==> src/rtl/led_pkg.sv <==
// Shared types and helpers for the LED indicator and the ms tick prescaler.
package led_pkg;

  typedef enum logic [1:0] {
    LED_OFF   = 2'b00,
    LED_ON    = 2'b01,
    LED_BLINK = 2'b10,
    LED_EVENT = 2'b11
  } led_mode_t;

  typedef enum logic [1:0] {
    S_IDLE = 2'b00,
    S_ON   = 2'b01,
    S_GAP  = 2'b10
  } led_state_t;

  function automatic int ms2cyc(int ms, int freq_mhz);
    return ms * freq_mhz * 1000;
  endfunction

  function automatic int max3(int a, int b, int c);
    int m;
    m = (a > b) ? a : b;
    return (m > c) ? m : c;
  endfunction

endpackage

==> src/rtl/ms_tick_gen.sv <==
// Free-running prescaler: one-cycle o_tick every TICK_CYC clocks, at the counter wrap.
module ms_tick_gen #(
  parameter int TICK_CYC = 25000
) (
  input  logic clk,
  input  logic rst_n,
  output logic o_tick
);

  localparam int TW = $clog2(TICK_CYC);
  localparam logic [TW-1:0] C_LAST = TW'(TICK_CYC - 1);

  logic [TW-1:0] r_cnt;
  logic          w_wrap;

  assign w_wrap = (r_cnt == C_LAST);
  assign o_tick = w_wrap;

  always_ff @(posedge clk or posedge rst_n) begin
    if (rst_n) begin
      r_cnt <= '0;
    end else if (w_wrap) begin
      r_cnt <= '0;
    end else begin
      r_cnt <= r_cnt + TW'(1);
    end
  end

endmodule

==> src/rtl/led_indicator.sv <==
// One board LED: steady OFF/ON, fixed-rate BLINK, or EVENT mode where pulses are
// stretched to a visible on-time followed by a minimum off-gap.
module led_indicator
  import led_pkg::*;
#(
  parameter int FREQ       = 25,
  parameter int STRETCH    = 50,
  parameter int GAP        = 30,
  parameter int BLINK_HALF = 250,
  parameter int ACTIVE_LOW = 0
) (
  input  logic       clk,
  input  logic       rst_n,
  input  logic [1:0] i_mode,
  input  logic       i_evt,
  output logic       o_led,
  output logic       o_busy
);

  localparam int TICK_CYC = ms2cyc(1, FREQ);
  localparam int CNT_MAX  = max3(STRETCH, GAP, BLINK_HALF);
  localparam int CW       = $clog2(CNT_MAX + 1);

  localparam logic [CW-1:0] C_STRETCH = CW'(STRETCH);
  localparam logic [CW-1:0] C_GAP     = CW'(GAP);
  localparam logic [CW-1:0] C_BLINK   = CW'(BLINK_HALF);
  localparam logic [CW-1:0] C_ONE     = CW'(1);
  localparam logic          C_DARK    = (ACTIVE_LOW != 0);

  logic       w_tick;
  logic       w_mode_chg;
  logic       w_term;
  led_mode_t  w_mode;
  led_mode_t  r_prev_mode;
  led_state_t r_state;
  logic [CW-1:0] r_cnt;
  logic       r_phase;
  logic       r_pend;
  logic       r_led;
  logic       r_busy;

  ms_tick_gen #(.TICK_CYC(TICK_CYC)) u_tick (
    .clk    (clk),
    .rst_n  (rst_n),
    .o_tick (w_tick)
  );

  assign w_mode     = led_mode_t'(i_mode);
  assign w_mode_chg = (w_mode != r_prev_mode);
  // Last tick of the current on, gap or blink half-period.
  assign w_term     = w_tick && (r_cnt == C_ONE);

  assign o_led  = r_led;
  assign o_busy = r_busy;

  always_ff @(posedge clk or posedge rst_n) begin
    if (rst_n) begin
      r_prev_mode <= LED_OFF;
      r_state     <= S_IDLE;
      r_cnt       <= '0;
      r_phase     <= 1'b0;
      r_pend      <= 1'b0;
      r_led       <= C_DARK;
      r_busy      <= 1'b0;
    end else begin
      r_prev_mode <= w_mode;
      if (w_mode_chg) begin
        // Restart cleanly in the new mode; an event in this cycle is dropped.
        r_state <= S_IDLE;
        r_pend  <= 1'b0;
        r_busy  <= 1'b0;
        r_cnt   <= (w_mode == LED_BLINK) ? C_BLINK : '0;
        r_phase <= (w_mode == LED_BLINK);
        r_led   <= C_DARK ^ ((w_mode == LED_ON) || (w_mode == LED_BLINK));
      end else begin
        case (w_mode)
          LED_OFF: begin
            r_state <= S_IDLE;
            r_busy  <= 1'b0;
            r_led   <= C_DARK;
          end
          LED_ON: begin
            r_state <= S_IDLE;
            r_busy  <= 1'b0;
            r_led   <= ~C_DARK;
          end
          LED_BLINK: begin
            r_state <= S_IDLE;
            r_busy  <= 1'b0;
            r_led   <= C_DARK ^ (w_term ? ~r_phase : r_phase);
            if (w_term) begin
              r_phase <= ~r_phase;
              r_cnt   <= C_BLINK;
            end else if (w_tick) begin
              r_cnt <= r_cnt - C_ONE;
            end
          end
          LED_EVENT: begin
            case (r_state)
              S_IDLE: begin
                if (i_evt) begin
                  r_state <= S_ON;
                  r_cnt   <= C_STRETCH;
                  r_led   <= ~C_DARK;
                  r_busy  <= 1'b1;
                end else begin
                  r_led  <= C_DARK;
                  r_busy <= 1'b0;
                end
              end
              S_ON: begin
                r_busy <= 1'b1;
                r_led  <= C_DARK ^ ~w_term;
                if (i_evt) r_pend <= 1'b1;
                if (w_term) begin
                  r_state <= S_GAP;
                  r_cnt   <= C_GAP;
                end else if (w_tick) begin
                  r_cnt <= r_cnt - C_ONE;
                end
              end
              S_GAP: begin
                if (i_evt) r_pend <= 1'b1;
                if (w_term && (r_pend || i_evt)) begin
                  r_pend  <= 1'b0;
                  r_state <= S_ON;
                  r_cnt   <= C_STRETCH;
                  r_led   <= ~C_DARK;
                  r_busy  <= 1'b1;
                end else if (w_term) begin
                  r_state <= S_IDLE;
                  r_led   <= C_DARK;
                  r_busy  <= 1'b0;
                end else begin
                  r_led  <= C_DARK;
                  r_busy <= 1'b1;
                  if (w_tick) r_cnt <= r_cnt - C_ONE;
                end
              end
              default: begin
                r_state <= S_IDLE;
                r_led   <= C_DARK;
                r_busy  <= 1'b0;
              end
            endcase
          end
          default: begin
            r_state <= S_IDLE;
            r_led   <= C_DARK;
            r_busy  <= 1'b0;
          end
        endcase
      end
    end
  end

endmodule

==> config.mk <==
export PLATFORM = sky130hd
export DESIGN_NAME = led_indicator
export DESIGN_NICKNAME = d
export VERILOG_FILES = /design/src/rtl/led_pkg.sv /design/src/rtl/ms_tick_gen.sv /design/src/rtl/led_indicator.sv
export SDC_FILE = /design/constraint.sdc
export NUM_CORES = 1
export LEC_CHECK = 0
export BUFFER_PORTS_ARGS = -buffer_cell sky130_fd_sc_hd__buf_2
export CAP_MARGIN = 20
export CORE_MARGIN = 5
export CORE_UTILIZATION = 43
export DETAILED_ROUTE_END_ITERATION = 16
export SYNTH_ARGS = -nofsm -noshare
export SYNTH_HDL_FRONTEND = slang
export SYNTH_HIERARCHICAL = 1
export SYNTH_SLANG_ARGS = --single-unit
==> constraint.sdc <==
create_clock -name clk -period 2.7 [get_ports clk]
set_input_delay 0.54 -clock clk [delete_from_list [all_inputs] [get_ports clk]]
set_output_delay 0.54 -clock clk [all_outputs]
set_load 0.005 [all_outputs]
==> results.txt <==
- The run finished with clean final reports.
- Total via count after detailed routing: 1,606
- Min Tclk post-route: 2.56 ns
- Top cells by instance count after synthesis: sky130_fd_sc_hd__dfrtp_1, sky130_fd_sc_hd__nor2_1, sky130_fd_sc_hd__nand2_1, sky130_fd_sc_hd__a21oi_1, sky130_fd_sc_hd__inv_1
- Power spread over the standard cell area amounts to 469 mW/mm2.
- Gate count after technology mapping: 210
- Summed over all cells, the static leakage comes to 0.949 nW.
- Yosys warning total: 6
- The final count of hold timing violations is 0.
- Number of endpoints failing setup at the final stage: 0
* Initial DRT Pass Iterations: 4
- The clock drives 31 sinks.
* Remaining DRCs: 0
- Cell count of the worst reg-to-reg path: 8
- The worst-case IR drop observed on VDD is 253 uV.
- In the final layout, the share of cells above drive strength 1 is 0.167.
* Final-stage net count: 240
* Req. time, crit path: 2.91 ns
- In this run the mean area of a mapped cell was 9.34 um2.
- In this run the number of H-tree levels came out at 2.
- Top-area cell type share of the netlist area: 0.395
- First-pass GRT wire length: 7220 um
* Largest family of logic cells by synthesized area: simple AND/OR/NAND/NOR gates
- Ratio of routed vias to standard cells: 5.76
- Max-cap violations in this run came to 0.
* TritonCTS clock tree: done
* Worst flop-to-flop path startpoint: u_tick/r_cnt[6]
* Worst slew margin: 0.561
- Routability-driven placement finished with a final weighted congestion of 0.914.
- Total wirelength of the detailed-routed design: 4130 um
- Pin count of the biggest net entering global routing: 17
* Most numerous cell in the Yosys netlist: sky130_fd_sc_hd__dfrtp_1
- Total of buffers placed on input and output ports: 6
- The number of antenna diodes in the final layout is 0.
* Overflow left after global routing: 0
- In this run, CTS created clock tree buffers numbering 5.
- Number of flip-flops and latches in the synthesized netlist: 31
* Delay of the slowest cell on the worst path: 0.56 ns
* Cell types occupying the most area after synthesis: sky130_fd_sc_hd__dfrtp_1, sky130_fd_sc_hd__ha_1, sky130_fd_sc_hd__xnor2_1, sky130_fd_sc_hd__nor2_1, sky130_fd_sc_hd__a21oi_1
- Cell total after placement: 269
- Timing would allow up to 0.391 GHz.
- Of all flip-flops after synthesis, the portion carrying an async set or reset was 1.00.
- In the final routed layout, each cell accounts on average for 14.8 um.
- Number of enable flip-flop cells after synthesis: 0
- The share of the synthesized area in compound gates (AO/OA/AOI/OAI) came to 0.203.
* Category of cells accounting for the largest share of critical-path delay: simple AND/OR/NAND/NOR gates
- In this run the standard cell core region covers 0.00438 mm2.
- Sequential-to-total area share from yosys stat: 0.395
- Part of the cycle the worst path needs: 0.947
* Master of the slowest instance on the critical path: sky130_fd_sc_hd__or4b_4
* Hold Crit Class: in -> async
- Boundary Pins: 7
- For this run, the number of standard cells in the final layout without fillers is 279.
* Post-synthesis net count: 224
* CTS Hold Bufs: 0
- R2r endpoint: r_cnt[0]
- Clock root buffer master: sky130_fd_sc_hd__clkbuf_8
- For the worst setup path, the data arrival time is 2.76 ns.
- Clock buffer depth: 2
* Top flip-flop cell by instance count after synthesis: sky130_fd_sc_hd__dfrtp_1
* Unrepaired setup endpoints after global routing: yes
- Floorplan die height: 77.5 um
- XOR/XNOR Fraction of Synth Area: 0.0670
* Area share of and/or/nand/nor cells after synthesis: 0.233
* Startpoint class of the critical path: flip-flop
- After synthesis the cells add up to 0.00196 mm2.
- At the pin with the least slew margin, the transition time is 0.657 ns.
- Post-route clock skew: 0.00404 ns
* Total buffers and inverters traversed by the critical path: 1
- Count of standard-cell rows: 24
* Number of antenna violations at the first check in global routing: 0
- For the worst-skew pair, the clock arrives at the later sink with an insertion delay of 0.29 ns.
- The die covers 0.00601 mm2.
* Max-slew violation count: 0
- Util after Layout: 0.503
- Critical Path End Type: flip-flop
* Initial core utilization: 0.447
- In this run, distinct cell masters in the synthesized netlist total 57.
* Number of global-route vias before repair: 1,545
* Detail Placement HPWL: 3060 um
- Measured against the total synthesized area, the mux share comes to 0.0102.
- The layout has 405 filler cells.
- Setup total negative slack on the finished layout was measured at 0 ns.
- Critical-path cell list: or4b_4 > nor4_4 > buf_4 > and2b_2 > nand4_1 > a221o_2 > o31a_1 > o22ai_1
- For flop-to-flop paths, the worst setup slack is 0.14 ns.
- Relative to the synthesized area, the layout overhead comes to 12.5%.
- Of all nets on the critical path, the largest fanout is 8.
- Count of nets left with antenna violations after detail routing: 0
- Hold timing on the final database bottoms out at a slack of 0.302 ns.
- In this run the horizontal extent of the chip is 77.5 um.
- Of the total synthesized cell area, the portion taken by full adders, half adders and majority gates is 0.0574.
- Number of design-rule violations left by the first detailed-router iteration: 111
* Clock-pin slew of the registers on the worst-case setup and hold paths: 0.07 ns
* Global-route usage over all layers: 0.148
- Most area-hungry cell type in the Yosys netlist: sky130_fd_sc_hd__dfrtp_1
- By startpoint and endpoint, the worst setup path is classified as reg -> reg.
-- worst reg2reg max path, cell delays in order (launching register included) --
cell and delay [ns]:
sky130_fd_sc_hd__dfrtp_1 0.41, sky130_fd_sc_hd__or4b_4 0.56, sky130_fd_sc_hd__nor4_4 0.29, sky130_fd_sc_hd__buf_4 0.17, sky130_fd_sc_hd__and2b_2 0.18, sky130_fd_sc_hd__nand4_1 0.13, sky130_fd_sc_hd__a221o_2 0.47, sky130_fd_sc_hd__o31a_1 0.12
sky130_fd_sc_hd__o22ai_1 0.15
-- stage by stage --
stage               instance area [um2]  power (W)  setup WS [ns]
detailed placement                 2080   0.000684         0.0280
CTS                                2170    0.00105         0.0513
finish                             2210    0.00104          0.142
floorplan                          1960   0.000639         -0.126
global route                       2210    0.00110        -0.0140
global placement                   2080   0.000685         0.0843
-- final cells by class --
type,count,area [um2],area share
timing repair buffer,14,90.1,0.0408
sequential,31,776,0.351
clock buffer,6,72.6,0.0329
multi-input combinational,162,1150,0.519
tap,52,65.1,0.0295
clock inverter,2,12.5,0.00567
inverter,12,45.0,0.0204
-- flip-flops by register name, indices dropped and copies added, names as in the netlist --
register      count
r_state           2
o_busy            1
r_pend            1
r_cnt             8
u_tick/r_cnt     15
r_prev_mode       2
o_led             1
r_phase           1
-- metal layers --
layer  vias up  wire, um  track usage
met5         -         0            0
met1       774      1940        0.192
li1        800         -            -
met3         9       121       0.0428
met4         0        65       0.0447
met2        23      2000        0.241
-- how the worst max path moves through the flow --
stage                    startpoint       end  slack [ns]  depth (start not counted)
floorplan           u_tick/r_cnt[0]  r_cnt[7]       -0.13                         10
global placement    u_tick/r_cnt[0]  r_cnt[7]        0.08                          8
detailed placement  u_tick/r_cnt[0]  r_cnt[5]        0.03                          8
CTS                 u_tick/r_cnt[0]  r_cnt[5]        0.05                          8
global route        u_tick/r_cnt[6]  r_cnt[1]       -0.01                          8
finish              u_tick/r_cnt[6]  r_cnt[0]        0.14                          8
-- where the power goes --
part	leakage, nW	internal (W)	switching [W]
Combinational	0.507	0.0000638	0.0000966
Sequential	0.401	0.000488	0.0000293
Clock	0.0412	0.000180	0.000179
-- logic make-up after synthesis --
kind of cell | Yosys count
XOR/XNOR | 15
adder cells (fa/ha/maj) | 9
buffers and inverters | 17
AO/OA/AOI/OAI | 57
multiplexers | 2
AND/OR/NAND/NOR | 79
flip-flops | 31
-- repair_timing --
| item | in CTS | in global routing |
|---|---|---|
| setup buffers | 0 | 2 |
| resized for setup | 1 | 6 |
| pin swaps | 0 | 2 |
| setup endpoints to repair | 1 | 12 |
-- cells in the final DEF (no fill, tap or decap), drive strengths merged, types with 2 or more instances in the layout --
| master | n |
|---|---|
| a21oi | 15 |
| a221oi | 2 |
| a311o | 4 |
| a31oi | 3 |
| and2 | 2 |
| buf | 14 |
| clkbuf | 6 |
| clkinv | 2 |
| dfrtp | 31 |
| ha | 9 |
| inv | 11 |
| mux2i | 2 |
| nand2 | 17 |
| nand2b | 2 |
| nand3 | 5 |
| nand4 | 5 |
| nor2 | 21 |
| nor3 | 7 |
| nor3b | 2 |
| nor4 | 3 |
| o211a | 2 |
| o21ai | 11 |
| o22ai | 5 |
| o31ai | 3 |
| or2 | 3 |
| or4b | 3 |
| or4bb | 2 |
| xnor2 | 10 |
| xor2 | 5 |
Note: power is estimated with default switching activity, not from simulation.
